## src/rtl/core_sequencer_if.sv

```systemverilog
// core_sequencer_if: control bundle between the multicycle sequencer and datapath/memory.
// master = sequencer (drives strobes/selects, reads decode fields and flags); slave = datapath side.
interface core_sequencer_if;
   logic [6:0] opcode;
   logic [2:0] f3;
   logic       f7b5;
   logic       zero;
   logic       memReady;
   logic       memReq;
   logic       memWrite;
   logic       memSel;
   logic       irWrite;
   logic       pcWrite;
   logic       regWrite;
   logic [1:0] aluSrcA;
   logic [1:0] aluSrcB;
   logic [2:0] aluControl;
   logic [1:0] resultSrc;
   logic [2:0] state;
   logic       trap;

   modport master (
      input  opcode, f3, f7b5, zero, memReady,
      output memReq, memWrite, memSel, irWrite, pcWrite, regWrite,
      output aluSrcA, aluSrcB, aluControl, resultSrc, state, trap
   );

   modport slave (
      output opcode, f3, f7b5, zero, memReady,
      input  memReq, memWrite, memSel, irWrite, pcWrite, regWrite,
      input  aluSrcA, aluSrcB, aluControl, resultSrc, state, trap
   );
endinterface

```

## src/rtl/core_sequencer.sv

```systemverilog
// core_sequencer: multicycle RV32 control FSM (FETCH/DECODE/EXECUTE/MEMORY/WRITEBACK/TRAP).
// Ports: clk, rst (sync, active-high), bus (core_sequencer_if.master: decode fields,
// zero, memReady in; memory/strobe/select controls, state, trap out).
// Option: define SEQ_TIMEOUT_EN to trap after TIMEOUT_CYCLES consecutive memory wait cycles.
module core_sequencer #(
   parameter int unsigned TIMEOUT_CYCLES = 16
) (
   input  logic             clk,
   input  logic             rst,
   core_sequencer_if.master bus
);

   typedef enum logic [2:0] {
      S_FETCH     = 3'd0,
      S_DECODE    = 3'd1,
      S_EXECUTE   = 3'd2,
      S_MEMORY    = 3'd3,
      S_WRITEBACK = 3'd4,
      S_TRAP      = 3'd7
   } state_t;

   localparam logic [6:0] OPC_LOAD   = 7'b0000011;
   localparam logic [6:0] OPC_STORE  = 7'b0100011;
   localparam logic [6:0] OPC_OPIMM  = 7'b0010011;
   localparam logic [6:0] OPC_OP     = 7'b0110011;
   localparam logic [6:0] OPC_BRANCH = 7'b1100011;

   localparam logic [2:0] ALU_ADD = 3'b000;
   localparam logic [2:0] ALU_SUB = 3'b001;
   localparam logic [2:0] ALU_AND = 3'b010;
   localparam logic [2:0] ALU_OR  = 3'b011;
   localparam logic [2:0] ALU_XOR = 3'b100;
   localparam logic [2:0] ALU_SLT = 3'b101;
   localparam logic [2:0] ALU_SLL = 3'b110;
   localparam logic [2:0] ALU_SRL = 3'b111;

   if (TIMEOUT_CYCLES < 2 || TIMEOUT_CYCLES > 255) begin : g_bad_timeout
      $error("core_sequencer: TIMEOUT_CYCLES must be 2..255");
   end

   state_t     r_state;
   state_t     w_next;

   logic       w_load;
   logic       w_store;
   logic       w_opimm;
   logic       w_op;
   logic       w_branch;
   logic       w_illegal;
   logic [2:0] w_alu_f3;

   logic       w_memReq;
   logic       w_memWrite;
   logic       w_memSel;
   logic       w_irWrite;
   logic       w_pcWrite;
   logic       w_regWrite;
   logic [1:0] w_aluSrcA;
   logic [1:0] w_aluSrcB;
   logic [2:0] w_aluControl;
   logic [1:0] w_resultSrc;
   logic       w_to_hit;

   assign w_load   = (bus.opcode == OPC_LOAD);
   assign w_store  = (bus.opcode == OPC_STORE);
   assign w_opimm  = (bus.opcode == OPC_OPIMM);
   assign w_op     = (bus.opcode == OPC_OP);
   assign w_branch = (bus.opcode == OPC_BRANCH);

   // Only BEQ/BNE are supported; funct3 011 has no ALU op here.
   assign w_illegal =
      !(w_load | w_store | w_opimm | w_op | w_branch) |
      ((w_op | w_opimm) & (bus.f3 == 3'b011)) |
      (w_branch & (bus.f3[2:1] != 2'b00));

   always_comb begin
      w_alu_f3 = ALU_ADD;
      unique case (bus.f3)
         3'b000:  w_alu_f3 = (w_op & bus.f7b5) ? ALU_SUB : ALU_ADD;
         3'b111:  w_alu_f3 = ALU_AND;
         3'b110:  w_alu_f3 = ALU_OR;
         3'b100:  w_alu_f3 = ALU_XOR;
         3'b010:  w_alu_f3 = ALU_SLT;
         3'b001:  w_alu_f3 = ALU_SLL;
         3'b101:  w_alu_f3 = ALU_SRL;
         default: w_alu_f3 = ALU_ADD;
      endcase
   end

`ifdef SEQ_TIMEOUT_EN
   localparam logic [7:0] TO_LAST = 8'(TIMEOUT_CYCLES - 1);

   logic [7:0] r_to;

   // The cycle that would be the TIMEOUT_CYCLES-th wait forces TRAP.
   assign w_to_hit = w_memReq & ~bus.memReady & (r_to == TO_LAST);

   always_ff @(posedge clk) begin
      if (rst) begin
         r_to <= 8'd0;
      end else if (w_memReq & ~bus.memReady) begin
         r_to <= r_to + 8'd1;
      end else begin
         r_to <= 8'd0;
      end
   end
`else
   assign w_to_hit = 1'b0;
`endif

   always_ff @(posedge clk) begin
      if (rst) begin
         r_state <= S_FETCH;
      end else begin
         r_state <= w_next;
      end
   end

   always_comb begin
      w_next       = r_state;
      w_memReq     = 1'b0;
      w_memWrite   = 1'b0;
      w_memSel     = 1'b0;
      w_irWrite    = 1'b0;
      w_pcWrite    = 1'b0;
      w_regWrite   = 1'b0;
      w_aluSrcA    = 2'd0;
      w_aluSrcB    = 2'd0;
      w_aluControl = ALU_ADD;
      w_resultSrc  = 2'd0;
      unique case (r_state)
         S_FETCH: begin
            w_memReq = 1'b1;
            if (bus.memReady) begin
               w_irWrite   = 1'b1;
               w_pcWrite   = 1'b1;
               w_aluSrcB   = 2'd2;
               w_resultSrc = 2'd2;
               w_next      = S_DECODE;
            end
         end
         S_DECODE: begin
            // oldPC + imm: branch target parked in the ALU result register
            w_aluSrcA = 2'd2;
            w_aluSrcB = 2'd1;
            w_next    = w_illegal ? S_TRAP : S_EXECUTE;
         end
         S_EXECUTE: begin
            w_aluSrcA = 2'd1;
            if (w_load | w_store) begin
               w_aluSrcB = 2'd1;
               w_next    = S_MEMORY;
            end else if (w_op | w_opimm) begin
               w_aluSrcB    = w_opimm ? 2'd1 : 2'd0;
               w_aluControl = w_alu_f3;
               w_next       = S_WRITEBACK;
            end else if (w_branch) begin
               w_aluControl = ALU_SUB;
               w_pcWrite    = bus.zero ^ bus.f3[0];
               w_next       = S_FETCH;
            end else begin
               w_next = S_TRAP;
            end
         end
         S_MEMORY: begin
            w_memReq   = 1'b1;
            w_memSel   = 1'b1;
            w_memWrite = w_store;
            if (bus.memReady) begin
               w_next = w_store ? S_FETCH : S_WRITEBACK;
            end
         end
         S_WRITEBACK: begin
            w_regWrite  = 1'b1;
            w_resultSrc = w_load ? 2'd1 : 2'd0;
            w_next      = S_FETCH;
         end
         S_TRAP: begin
            w_next = S_TRAP;
         end
         default: begin
            w_next = S_FETCH;
         end
      endcase
      if (w_to_hit) begin
         w_next = S_TRAP;
      end
   end

   // Reset silences everything but state in the same cycle.
   assign bus.memReq     = w_memReq & ~rst;
   assign bus.memWrite   = w_memWrite & ~rst;
   assign bus.memSel     = w_memSel & ~rst;
   assign bus.irWrite    = w_irWrite & ~rst;
   assign bus.pcWrite    = w_pcWrite & ~rst;
   assign bus.regWrite   = w_regWrite & ~rst;
   assign bus.aluSrcA    = rst ? 2'd0 : w_aluSrcA;
   assign bus.aluSrcB    = rst ? 2'd0 : w_aluSrcB;
   assign bus.aluControl = rst ? 3'd0 : w_aluControl;
   assign bus.resultSrc  = rst ? 2'd0 : w_resultSrc;
   assign bus.state      = r_state;
   assign bus.trap       = (r_state == S_TRAP) & ~rst;

endmodule
```

## src/flat_wrapper.sv

```systemverilog
// flat-port wrapper written by rule: the top's interface ports become plain ports
module core_sequencer_flat 
#(
   parameter int unsigned TIMEOUT_CYCLES = 16
)
  (clk, rst, bus_opcode, bus_f3, bus_f7b5, bus_zero, bus_memReady, bus_memReq, bus_memWrite, bus_memSel, bus_irWrite, bus_pcWrite, bus_regWrite, bus_aluSrcA, bus_aluSrcB, bus_aluControl, bus_resultSrc, bus_state, bus_trap);
  core_sequencer_if bus_i ();
  input  logic clk;
  input  logic rst;
  input wire logic [$bits(bus_i.opcode)-1:0] bus_opcode;
  input wire logic [$bits(bus_i.f3)-1:0] bus_f3;
  input wire logic [$bits(bus_i.f7b5)-1:0] bus_f7b5;
  input wire logic [$bits(bus_i.zero)-1:0] bus_zero;
  input wire logic [$bits(bus_i.memReady)-1:0] bus_memReady;
  output wire logic [$bits(bus_i.memReq)-1:0] bus_memReq;
  output wire logic [$bits(bus_i.memWrite)-1:0] bus_memWrite;
  output wire logic [$bits(bus_i.memSel)-1:0] bus_memSel;
  output wire logic [$bits(bus_i.irWrite)-1:0] bus_irWrite;
  output wire logic [$bits(bus_i.pcWrite)-1:0] bus_pcWrite;
  output wire logic [$bits(bus_i.regWrite)-1:0] bus_regWrite;
  output wire logic [$bits(bus_i.aluSrcA)-1:0] bus_aluSrcA;
  output wire logic [$bits(bus_i.aluSrcB)-1:0] bus_aluSrcB;
  output wire logic [$bits(bus_i.aluControl)-1:0] bus_aluControl;
  output wire logic [$bits(bus_i.resultSrc)-1:0] bus_resultSrc;
  output wire logic [$bits(bus_i.state)-1:0] bus_state;
  output wire logic [$bits(bus_i.trap)-1:0] bus_trap;
  assign bus_i.opcode = bus_opcode;
  assign bus_i.f3 = bus_f3;
  assign bus_i.f7b5 = bus_f7b5;
  assign bus_i.zero = bus_zero;
  assign bus_i.memReady = bus_memReady;
  assign bus_memReq = bus_i.memReq;
  assign bus_memWrite = bus_i.memWrite;
  assign bus_memSel = bus_i.memSel;
  assign bus_irWrite = bus_i.irWrite;
  assign bus_pcWrite = bus_i.pcWrite;
  assign bus_regWrite = bus_i.regWrite;
  assign bus_aluSrcA = bus_i.aluSrcA;
  assign bus_aluSrcB = bus_i.aluSrcB;
  assign bus_aluControl = bus_i.aluControl;
  assign bus_resultSrc = bus_i.resultSrc;
  assign bus_state = bus_i.state;
  assign bus_trap = bus_i.trap;
  core_sequencer #(.TIMEOUT_CYCLES(TIMEOUT_CYCLES)) u_core (.clk(clk), .rst(rst), .bus(bus_i));
endmodule
```

## config.mk

```make
export PLATFORM = sky130hd
export DESIGN_NAME = core_sequencer_flat
export DESIGN_NICKNAME = d
export VERILOG_FILES = /design/src/rtl/core_sequencer_if.sv /design/src/rtl/core_sequencer.sv /design/src/flat_wrapper.sv
export SDC_FILE = /design/constraint.sdc
export NUM_CORES = 1
export LEC_CHECK = 0
export BUFFER_PORTS_ARGS = -buffer_cell sky130_fd_sc_hd__buf_2
export CAP_MARGIN = 10
export CORE_MARGIN = 1
export CORE_UTILIZATION = 40
export DETAILED_ROUTE_END_ITERATION = 10
export PLACE_DENSITY = 0.76
export SYNTH_ARGS = -nofsm -noshare
export SYNTH_HDL_FRONTEND = slang
export SYNTH_SLANG_ARGS = --single-unit
```

## constraint.sdc

```tcl
create_clock -name clk -period 1.65 [get_ports clk]
set_clock_uncertainty 0.05 [all_clocks]
set_input_delay 0.165 -clock clk [delete_from_list [all_inputs] [get_ports clk]]
set_output_delay 0.165 -clock clk [all_outputs]
set_load 0.05 [all_outputs]
```

==> implementation parameters, run 1 <==
Parameter                              Value

Placement
  Port buffer count    33
  Placed instance area    868 um2
  Dpl hpwl    around 1300 um
  GPL Wtd Cong    0.850

Global route
  Initial antenna violation count    0
  Largest net degree at the start of global routing    13
  Overall global routing resource usage    0.272
  Number of global-route vias before repair    664
  Global-route wire length before repair    between 2000 and 3000 um
  Remaining global-route overflow    0

Hold path
  Hold Crit Class    input port to register
  Hold Path Stages    3

Status
  Violated checks    setup timing
  Status    finished, violations left

Yosys
  Post-synthesis instance total    between 70 and 80
  Post-Synthesis Cell Area    between 500 and 600 um2
  EDFF count, synth    0
  Asr flop ratio synth    0
  Most instantiated flip-flop cell in the synthesis netlist    dfxtp_1
  Total number of yosys warnings    0
  Total nets after synthesis    90
  Average cell area after synthesis    approximately 7 um2
  Synthesized flop and latch total    3
  Sequential fraction of the synthesis area    0.114
  Number of distinct library cells after synthesis    37

CTS
  Clock slew seen by the registers of the worst setup and hold paths    40 ps
  Clock latency on the worst-skew pair    between 200 and 250 ps
  Deepest level of the CTS H-tree    1
  Clock tree from TritonCTS    built
  Clock sink total    3
  Cell at the root of the clock tree    clkbuf_4
  Clock buffer depth    2
  Hold-fix buffers at CTS    0
  TritonCTS buffer count    3

Route
  Wire length after detailed routing    between 1500 and 2000 um
  DR vias/cell    5.55
  Max layer used    met4
  Antenna viol nets, final    0
  Met2 wire length    between 900 and 1000 um
  Vias    ~720
  Met3 WL    around 94 um
  First DRT Iteration DRCs    22
  Wire per inst    about 14 um
  Number of DRC violations after detailed routing    0
  M1 WL    about 790 um
  Number of detailed-routing iterations run before antenna repair    4

STA
  Final Hold Violating Endpoints    0
  Maximum clock frequency    ~0.59 GHz
  Slew Limit Headroom    0.752
  Least-Margin Pin Slew    between 300 and 400 ps
  Worst hold slack across all endpoints    ~210 ps
  Final setup violating endpoints    5
  Final setup margin    -48.3 ps
  Final cycle utilization of the critical path    1.03
  Setup repair after global routing missed its margin    true
  Number of pins with negative max-slew slack in the final report    0
  Time the worst path needs with I/O delays and setup    between 1500 and 2000 ps

Pwr
  Sum of internal, switching and leakage power    1570 uW
  Power density of the placed cells    between 1500 and 2000 nW/um2
  Lkg Pwr    between 0.0004 and 0.0005 uW
  Maximum ir drop on the vdd rail    approximately 1.8 mV

Final layout
  Leading cell type in the layout, fill and taps excluded    buf_2
  Max FFs per register    3
  Diode insertion count for antenna repair    0
  Share of final-layout standard cells stronger than drive strength 1    0.621
  Layout area overhead    97.9%
  Design area    1040 um2
  Number of nets in the layout    about 130
  Leading cell types in the layout, fill and taps excluded    buf_2, buf_6, buf_4, o21ai_0

Critical path
  Path type of the worst setup path    register to output port
  Worst Path Max Fanout    6
  Required time of the critical path    approximately 1400 ps
  Slowest stage cell on the critical path    dfxtp_4
  Crit path capture type    output port
  Signal arrival time at the worst endpoint    between 1000 and 1500 ps
  Worst stage delay on the critical path    340 ps
  Worst-case reg-to-reg path depth    5
  Crit start category    register
  Crit path cell chain    or2_4, buf_12, nor4b_4, buf_6

Floorplanning
  Initial Util    0.450
  Area of the die    1470 um2
  Boundary Pins    34
  Die outline width    38.3 um
  Vertical die dimension    38.3 um
  Core footprint    around 1200 um2
  Placement row count    12

Run
  Number of maximum-capacitance violations    0
power breakdown:
group | switching [uW] | internal [uW]
combinational | 812 | 477
sequential | 26.4 | 118
clock | 46.9 | 91.2
cell usage after synthesis, types with 2 or more instances:
| library cell | instances | area share |
|---|---|---|
| nor2_1 | 7 | 0.050 |
| nand2b_1 | 5 | 0.059 |
| o21ai_0 | 6 | 0.057 |
| nor4b_1 | 3 | 0.050 |
| nor3_1 | 2 | 0.019 |
| a311oi_1 | 2 | 0.033 |
| nor4_1 | 2 | 0.024 |
| a21oi_1 | 5 | 0.047 |
| and3b_1 | 2 | 0.033 |
| buf_2 | 3 | 0.028 |
| inv_1 | 3 | 0.021 |
| nor2b_1 | 4 | 0.047 |
| nand2_1 | 5 | 0.036 |
| dfxtp_1 | 3 | 0.11 |
cell families after synthesis:
family | Yosys count | share of synthesized area
simple gates | 38 | 0.449
compound gates | 22 | 0.271
buf+inv | 8 | 0.0855
flops | 3 | 0.114
xor+xnor | 2 | 0.0333
mux | 2 | 0.0475
metal layers:
layer	vias to the layer above	GRT usage
met5	-	0
met4	0	0.0804
met3	2	0.0698
met2	31	0.500
met1	328	0.301
li1	360	-
critical path: cells and delay by family, from the launching register on:
| family | cells | cell delay (ps) |
|---|---|---|
| simple gates | 2 | 550 |
| flops | 1 | 340 |
| buf+inv | 2 | 340 |
metrics by stage:
step	setup WS (ps)	instances	util	setup TNS [ps]
final	-48.3	130	0.890	-140
after global routing	-126	130	0.890	-541
after CTS	-59.0	128	0.835	-189
after detailed placement	42.5	124	0.741	0
after global placement	84.9	124	0.741	0
after floorplan	-433	75	-	-3520
timing repair:
item	4_1_cts	5_1_grt
resized for setup	25	15
buffers inserted	0	2
endpoints found under the setup margin	11	10
pin swaps	4	2
final timing paths:
path / start / to / slack (ps)
worst max-delay path: u_core.bus.state[2]$_SDFFE_PP0P_ / bus_irWrite / -50
worst min-delay path: rst / u_core.bus.state[1]$_SDFFE_PP0P_ / 210
worst max register to register: u_core.bus.state[0]$_SDFFE_PP0P_ / u_core.bus.state[0]$_SDFFE_PP0P_ / 160
worst min register to register: u_core.bus.state[2]$_SDFFE_PP0P_ / u_core.bus.state[1]$_SDFFE_PP0P_ / 550
area by class of cell:
type                       instances  area (um2)
inverter                           3        11.3
timing repair buffer              42         330
multi-input combinational         64         591
fill                              61         129
tap                               14        17.5
sequential                         3        66.3
clock buffer                       4        26.3
No activity file was read; power rests on OpenSTA's default activity.
==> run 2: changes to the inputs <==
- PLACE_DENSITY: 0.76 -> 0.77
==> run 2 against run 1 <==
Net effect:
- setup slack lost 22 ps
- global-route usage up 4.2 points
- critical path type unchanged
- flip-flop and latch count stayed put
- largest power group unchanged
- first-iteration DRC count decreased by 27%
- the run still ends with setup timing left
- largest cell class unchanged
- via count is 2.9% higher
==> implementation parameters, run 2 (synthesis gave the netlist of run 1 again) <==
Parameter                              Value

Route
  DR vias/cell    between 5 and 6
  Wire per inst    between 15 and 20 um
  Number of DRC violations after detailed routing    0
  Vias    between 700 and 800
  First DRT Iteration DRCs    16
  Wire length after detailed routing    2020 um
  Antenna viol nets, final    0
  Number of detailed-routing iterations run before antenna repair    4

Global route
  Initial antenna violation count    0
  Global-route wire length before repair    3080 um
  Overall global routing resource usage    0.315
  Remaining global-route overflow    0
  Number of global-route vias before repair    approximately 700
  Largest net degree at the start of global routing    13

Critical path
  Signal arrival time at the worst endpoint    approximately 1500 ps
  Worst setup path start    u_core.bus.state[0]$_SDFFE_PP0P_
  Worst r2r dst    u_core.bus.state[0]$_SDFFE_PP0P_
  Crit path cell chain    nand2b_2, nor3_2, a32oi_2, nor4_4, buf_6
  Crit start category    register
  Worst Path Max Fanout    3
  Path type of the worst setup path    register to output port
  Capture point of the worst path    bus_pcWrite
  Worst stage delay on the critical path    just over 300 ps
  Slowest stage cell on the critical path    dfxtp_2
  FF-to-FF Start    u_core.bus.state[0]$_SDFFE_PP0P_
  Worst-case reg-to-reg path depth    5
  Crit path capture type    output port
  Required time of the critical path    between 1000 and 1500 ps
  Reg2reg setup slack    approximately 120 ps

STA
  Least-Margin Pin Slew    384 ps
  Final Hold Violating Endpoints    0
  Final setup margin    -70.5 ps
  Setup repair after global routing missed its margin    true
  Maximum clock frequency    slightly below 0.6 GHz
  Final cycle utilization of the critical path    1.04
  Final setup violating endpoints    5
  Slew Limit Headroom    0.742
  Time the worst path needs with I/O delays and setup    about 1700 ps
  Number of pins with negative max-slew slack in the final report    0

CTS
  Clock tree from TritonCTS    built
  Clock slew seen by the registers of the worst setup and hold paths    30 ps
  Deepest level of the CTS H-tree    1
  Clock sink total    3
  Cell at the root of the clock tree    clkbuf_4
  TritonCTS buffer count    3
  Clock latency on the worst-skew pair    ~250 ps
  Clock buffer depth    2

Hold path
  Worst Hold Launch    rst
  Hold Crit Class    input port to register

Final layout
  Max FFs per register    3
  Count of placed standard cells in the final layout, fillers left out    129
  Leading cell type in the layout, fill and taps excluded    buf_2
  End-of-flow core utilization    0.869
  Diode insertion count for antenna repair    0
  Number of nets in the layout    between 100 and 150
  Layout area overhead    93.1%
  Leading cell types in the layout, fill and taps excluded    buf_2, buf_6, o21ai_0, buf_4, clkbuf_4
  Share of final-layout standard cells stronger than drive strength 1    0.617
  Number of filler instances in the final layout    about 70

Floorplanning
  Initial Util    0.450
  Vertical die dimension    approximately 38 um
  Die outline width    approximately 38 um
  Core footprint    between 1000 and 1500 um2
  Boundary Pins    34
  Placement row count    12
  Area of the die    ~1500 um2

Pwr
  Proportion of power drawn by the clock network    0.091
  Sequential fraction of design power    0.090
  Maximum ir drop on the vdd rail    around 0.73 mV
  Power density of the placed cells    1500 nW/um2
  Lkg Pwr    0.000424 uW
  Internal power consumption    between 600 and 700 uW
  Switch share    0.582
  Logic gate share of total power    0.818
  Switching power total    just under 900 uW

Placement
  Dpl hpwl    around 1400 um
  Port buffer count    33
  Placed Instances    around 120
  GPL Wtd Cong    0.789

Run
  Number of maximum-capacitance violations    0

Status
  Violated checks    setup timing
  Status    finished, violations left
## run 2: cell types whose count changed in the layout (fill, tap and decap cells not counted)
cell | previous run | this run
nor2_2 | 1 | 0
nor2_1 | 3 | 4
buf_8 | 1 | 0
nand2b_4 | 0 | 1
buf_2 | 20 | 21
nand2b_1 | 4 | 3
buf_4 | 7 | 6
clkbuf_4 | 4 | 5
buf_12 | 1 | 0
## run 2: timing repair
item | CTS | global route
pin swaps | 2 | 1
setup endpoints to repair | 11 | 12
hold buffers | 0 | 0
buffers inserted | 0 | 1
resized for setup | 25 | 7
endpoints found under the hold margin | 0 | 0
## run 2: final cells by class
| type | count | area [um2] | share of cell area |
|---|---|---|---|
| inverter | 3 | 11.3 | 0.0111 |
| tap | 14 | 17.5 | 0.0172 |
| multi-input combinational | 64 | 596 | 0.585 |
| sequential | 3 | 66.3 | 0.0652 |
| timing repair buffer | 41 | 300 | 0.295 |
| clock buffer | 4 | 26.3 | 0.0258 |
## run 2: per-stage QoR
step / area [um2] / power [uW] / TNS (ps) / worst slack (ps) / hold slack, ps
3_5_place_dp: 868 / 1250 / 0 / 35.3 / 430
2_1_floorplan: 679 / 1060 / -3520 / -433 / 180
3_3_place_gp: 868 / 1240 / 0 / 63.0 / 425
6_report: 1020 / 1530 / -170 / -70.5 / 191
4_1_cts: 980 / 1480 / -89.1 / -31.1 / 185
5_1_grt: 1020 / 1600 / -433 / -125 / 214
## run 2: worst min path at each step
stage | endpoint | cells after the start
floorplan | u_core.bus.state[1]$_SDFFE_PP0P_ | 1
global placement | u_core.bus.state[1]$_SDFFE_PP0P_ | 3
detailed placement | u_core.bus.state[1]$_SDFFE_PP0P_ | 3
CTS | u_core.bus.state[1]$_SDFFE_PP0P_ | 3
global route | u_core.bus.state[1]$_SDFFE_PP0P_ | 3
finish | u_core.bus.state[1]$_SDFFE_PP0P_ | 3
## run 2: power by group through the flow
stage / registers (uW) / clock network [uW] / logic, uW
after floorplan: 263 / 0 / 799
after global placement: 129 / 0 / 1110
after detailed placement: 132 / 0 / 1120
after CTS: 136 / 137 / 1200
after global routing: 143 / 147 / 1310
final: 138 / 140 / 1250
## run 2: metal layers
metal,vias to the layer above,track usage,wire length [um]
met2,27,0.581,1130
met4,0,0.179,40
li1,356,-,-
met3,5,0.0407,48
met1,354,0.336,796
met5,-,0,0
## run 2: worst max-delay path: cells and delay by family (launching register included)
family,cells,cell delay [ps]
and+or+nand+nor,3,590
DFF,1,310
buffers and inverters,1,190
AOI/OAI and AO/OA,1,160
